File: src/rtl/bcd_addsub_seq.sv
// bcd_addsub_seq: digit-serial BCD add/sub with ten's-complement sign fix; optional operand check via BCD_VALIDATE_EN
module bcd_addsub_seq #(
  parameter int DIGITS = 4
) (
  input  logic                clk,
  input  logic                rst,
  input  logic                start,
  input  logic                op,
  input  logic [4*DIGITS-1:0] a_bcd,
  input  logic [4*DIGITS-1:0] b_bcd,
  output logic                busy,
  output logic                done,
  output logic [4*DIGITS-1:0] result,
  output logic                neg,
  output logic                carry_out,
  output logic                invalid
);
  localparam int W  = 4 * DIGITS;
  localparam int IW = $clog2(DIGITS);
  typedef enum logic [1:0] {IDLE, CALC, FIX, DONE} state_t;
  state_t state, state_n;
  logic [W-1:0]  a_r, b_r;
  logic          op_r, carry, cy, last, bad;
  logic [IW-1:0] idx;
  logic [3:0]    da, db, digit;
  logic [4:0]    s;

  function automatic logic [W-1:0] nines(input logic [W-1:0] v);
    logic [W-1:0] r;
    for (int i = 0; i < DIGITS; i++) r[4*i +: 4] = 4'd9 - v[4*i +: 4];
    return r;
  endfunction

`ifdef BCD_VALIDATE_EN
  // flag any operand digit above 9 on the inputs being accepted
  always_comb begin
    bad = 1'b0;
    for (int i = 0; i < DIGITS; i++)
      bad = bad | (a_bcd[4*i +: 4] > 4'd9) | (b_bcd[4*i +: 4] > 4'd9);
  end
`else
  assign bad = 1'b0;
`endif

  // one BCD digit step; FIX reuses it as 9's complement of result plus running carry
  always_comb begin
    da    = state == FIX ? 4'd9 - result[{idx, 2'b00} +: 4] : a_r[{idx, 2'b00} +: 4];
    db    = state == FIX ? 4'd0 : b_r[{idx, 2'b00} +: 4];
    s     = {1'b0, da} + {1'b0, db} + {4'b0, carry};
    cy    = s > 5'd9;
    digit = cy ? s[3:0] + 4'd6 : s[3:0];
    last  = idx == IW'(DIGITS - 1);
  end

  // state register
  always_ff @(posedge clk)
    state <= rst ? IDLE : state_n;

  // next-state and handshake outputs
  always_comb begin
    state_n = state;
    busy    = state == CALC || state == FIX;
    done    = state == DONE;
    case (state)
      IDLE:    state_n = start ? (bad ? DONE : CALC) : IDLE;
      CALC:    state_n = !last ? CALC : (op_r && !cy) ? FIX : DONE;
      FIX:     state_n = last ? DONE : FIX;
      default: state_n = IDLE;
    endcase
  end

  // operand capture, digit-serial result build and flag updates
  always_ff @(posedge clk) begin
    if (rst) begin
      a_r       <= '0;
      b_r       <= '0;
      op_r      <= 1'b0;
      carry     <= 1'b0;
      idx       <= '0;
      result    <= '0;
      neg       <= 1'b0;
      carry_out <= 1'b0;
      invalid   <= 1'b0;
    end else if (state == IDLE && start) begin
      op_r    <= op;
      a_r     <= a_bcd;
      b_r     <= op ? nines(b_bcd) : b_bcd;
      carry   <= op;
      idx     <= '0;
      invalid <= bad;
      if (bad) begin
        result    <= '0;
        neg       <= 1'b0;
        carry_out <= 1'b0;
      end
    end else if (state == CALC || state == FIX) begin
      result[{idx, 2'b00} +: 4] <= digit;
      carry                     <= cy;
      idx                       <= idx + 1'b1;
      if (state == CALC && last) begin
        carry_out <= !op_r && cy;
        neg       <= op_r && !cy;
        if (op_r && !cy) begin
          idx   <= '0;
          carry <= 1'b1;
        end
      end
    end
  end
endmodule

File: config.mk
export PLATFORM = sky130hd
export DESIGN_NAME = bcd_addsub_seq
export DESIGN_NICKNAME = d
export VERILOG_FILES = /design/src/rtl/bcd_addsub_seq.sv
export SDC_FILE = /design/constraint.sdc
export NUM_CORES = 1
export LEC_CHECK = 0
export CORE_MARGIN = 2
export CORE_UTILIZATION = 40
export CTS_BUF_LIST = sky130_fd_sc_hd__clkbuf_4 sky130_fd_sc_hd__clkbuf_8
export DETAILED_ROUTE_END_ITERATION = 10
export PLACE_DENSITY = 0.7
export SLEW_MARGIN = 25
export SYNTH_ARGS = -nofsm -noshare
export SYNTH_HDL_FRONTEND = slang
export SYNTH_SLANG_ARGS = --single-unit
File: constraint.sdc
create_clock -name clk -period 5.08 [get_ports clk]
set_input_delay 0.762 -clock clk [delete_from_list [all_inputs] [get_ports clk]]
set_output_delay 0.762 -clock clk [all_outputs]
set_load 0.05 [all_outputs]
==> summary.md <==
| Metric | Value |
|---|---|
| Status | completed |
| Cell leakage power | 0.00140 uW |
| Postcts setup bufs | 0 |
| Maxcap violations | 0 |
| CP endpoint kind | flip-flop |
| CP delay by family, top | multiplexers |
| Pin count of the biggest net entering global routing | 61 |
| Synth unique cells | 41 |
| Worst EP required | 5330 ps |
| Synth Cell Area | 0.00305 mm2 |
| Crit path time final | 4020 ps |
| Die Ht | 91.3 um |
| Worst setup margin | 1060 ps |
| Maximum vdd drop | 0.118 mV |
| Antenna-violating nets left | 0 |
| Hold_buf cts | 0 |
| Final wirelength | 6590 um |
| Setup Crit Path Kind | reg -> reg |
| CP max-delay cell | dfxtp_1 |
| Slew margin rel. | 0.335 |
| Clock transition at path regs | 110 ps |
| Clock root buffer | clkbuf_8 |
| IO Pins | 57 |
| RSZ-0062 raised after global routing | false |
| Fmax | 249 MHz |
| Part of the cycle the worst path needs | 0.792 |
| Floorplan row count | 31 |
| Total global routing overflow | 0 |
| Clock Tree Buf Depth | 2 |
| Multi-input gate area | 0.00178 mm2 |
| CTS resizes | 0 |
| Yosys warnings | 0 |
| Iteration-0 DRC Markers | 88 |
| Via count | 2,515 |
| ANT cells | 0 |
| Tot Pwr | 991 uW |
| Reg area | 0.00112 mm2 |
| GPL Wtd Cong | 0.933 |
| Syn avg cell area | 8.89 um2 |
| Yosys reg bits | 56 |
| Inserted Clock Buffers | 5 |
| EDFF count, synth | 0 |
| Asr flop ratio synth | 0 |
| Place WS | 1050 ps |
| Drt pass-1 iters | 4 |
| Bufs and invs on worst path | 2 |
| CP most frequent cell | ha_1 |
| Residual DRC count | 0 |
| Detail Placement HPWL | 5100 um |
| Initial Util | 0.416 |
| Width of the die | 91.3 um |
| Overall Global Routing Usage | 0.166 |
| Clock Skew | 10.4 ps |
| Most frequent cells in the layout | nand2_1, dfxtp_1, clkdlybuf4s50_1 |
| Synth-to-layout area growth | 22.9% |
| Net count, final | 445 |
| Worst slew pin tran | 997 ps |
| Crit start category | flip-flop |
| CP arrival | 4280 ps |
| Antenna violations before repair | 0 |
| Hold crit path type | reg -> reg |
| Pwr/cell area | 264 mW/mm2 |
| Final Hold Fails | 0 |
| Num Clock Sinks | 56 |
| Worst path max stage delay | 620 ps |
| Htree depth | 2 |
| Setup-failing EPs final | 0 |
| # port buffers | 55 |
| Worst-Skew Late Latency | 320 ps |
| # fillers | 693 |
| Minimum hold slack | 462 ps |
| Die ar. | 0.00833 mm2 |
| Pins Over Slew Limit | 0 |
| Final TNS setup | 0 ps |
| Setup slack, reg-to-reg | 1060 ps |
| Synth Net Count | 400 |
| Number of global-route vias before repair | 2,415 |
| Worst-path fanout max | 13 |
| Layout cell share with drive strength beyond 1 | 0.0848 |
| Commonest non-fill, non-tap cell in the layout | nand2_1 |
| Post-Synthesis Cells | 343 |
| Worst path cell trace | buf_4, mux4_2, inv_1, ha_1, mux2_2, ha_1, xnor2_1, ha_1, nor2b_1, a21o_1, o31ai_4, mux2_4, o21ai_1 |
| Share of the yosys chip area belonging to registers | 0.368 |
| CORE AREA | 0.00733 mm2 |
| CTS tree | done |
| Top FF cell, synth | dfxtp_1 |
| Via-to-Cell Ratio | 5.15 |
| First-pass GRT wire length | 11,500 um |
| Drt wl/cell | 13.5 um |
## registers in the layout, summed over array words and instances (netlist names)
signal     cells
neg            1
result        16
b_r           16
op_r           1
idx            2
state          2
carry_out      1
carry          1
a_r           16
## synthesized netlist by cell type (2+ instances only)
cell	count	area, um2
nand2_1	60	225
dfxtp_1	56	1120
a21oi_1	31	155
nor2_1	25	93.8
ha_1	19	238
inv_1	17	63.8
clkbuf_1	15	56.3
a211oi_1	14	105
nand3b_1	13	97.6
mux4_2	12	270
o21ai_0	8	40.0
o21ai_1	7	35.0
xnor2_1	7	61.3
and2_1	6	37.5
mux2i_1	6	60.1
nand3_1	5	25.0
or3_1	4	25.0
xor2_1	4	35.0
a21o_1	3	22.5
buf_2	3	15.0
nor2b_1	3	18.8
nor3_1	3	15.0
fa_1	2	40.0
mux2_2	2	22.5
nand4_1	2	12.5
## power by group
part           switching (uW)  internal [uW]
Sequential               17.0            463
Combinational             134            119
Clock                     157            101
## metal layers
metal | wire [um] | vias up | track usage
met4 | 80 | 0 | 0.0404
met2 | 3060 | 77 | 0.277
met3 | 320 | 10 | 0.0299
li1 | - | 1277 | -
met1 | 3130 | 1151 | 0.224
met5 | 0 | - | 0
## kinds of logic after synthesis
group           synth area share
xor+xnor                  0.0316
fa+ha+maj                 0.0911
flops                      0.368
simple gates               0.195
mux                        0.121
other cells              0.00123
buf+inv                   0.0468
compound gates             0.145
## area by class of cell
class | instances | area share
Multi-Input combinational cell | 251 | 0.476
Sequential cell | 56 | 0.299
Inverter | 17 | 0.0170
Clock inverter | 3 | 0.00668
Tap cell | 99 | 0.0331
Clock buffer | 5 | 0.0184
Timing Repair Buffer | 57 | 0.150
## worst register-to-register path, delay by kind of cell, from the launching register on
family | cells | cell delay (ps)
DFF | 1 | 620
and+or+nand+nor | 1 | 150
muxes | 3 | 1170
AOI/OAI and AO/OA | 3 | 620
xor gates and xnor gates | 1 | 200
buffers and inverters | 2 | 390
adders and majority gates | 3 | 820
## path summary, 6_finish.rpt
path | startpoint | cells after the start | to
worst max register to register | idx[0] | 13 | result[2]
worst min-delay path | a_r[6] | 2 | a_r[6]
worst max-delay path | idx[0] | 13 | result[2]
worst min register to register | a_r[6] | 2 | a_r[6]
## through the flow
step / std cells / util / instance area, um2
3_5_place_dp: 480 / 0.498 / 3650
6_report: 488 / 0.511 / 3750
2_1_floorplan: 343 / - / 3050
4_1_cts: 488 / 0.511 / 3750
3_3_place_gp: 480 / 0.498 / 3650
5_1_grt: 488 / 0.511 / 3750
No activity file was read; power rests on OpenSTA's default activity.
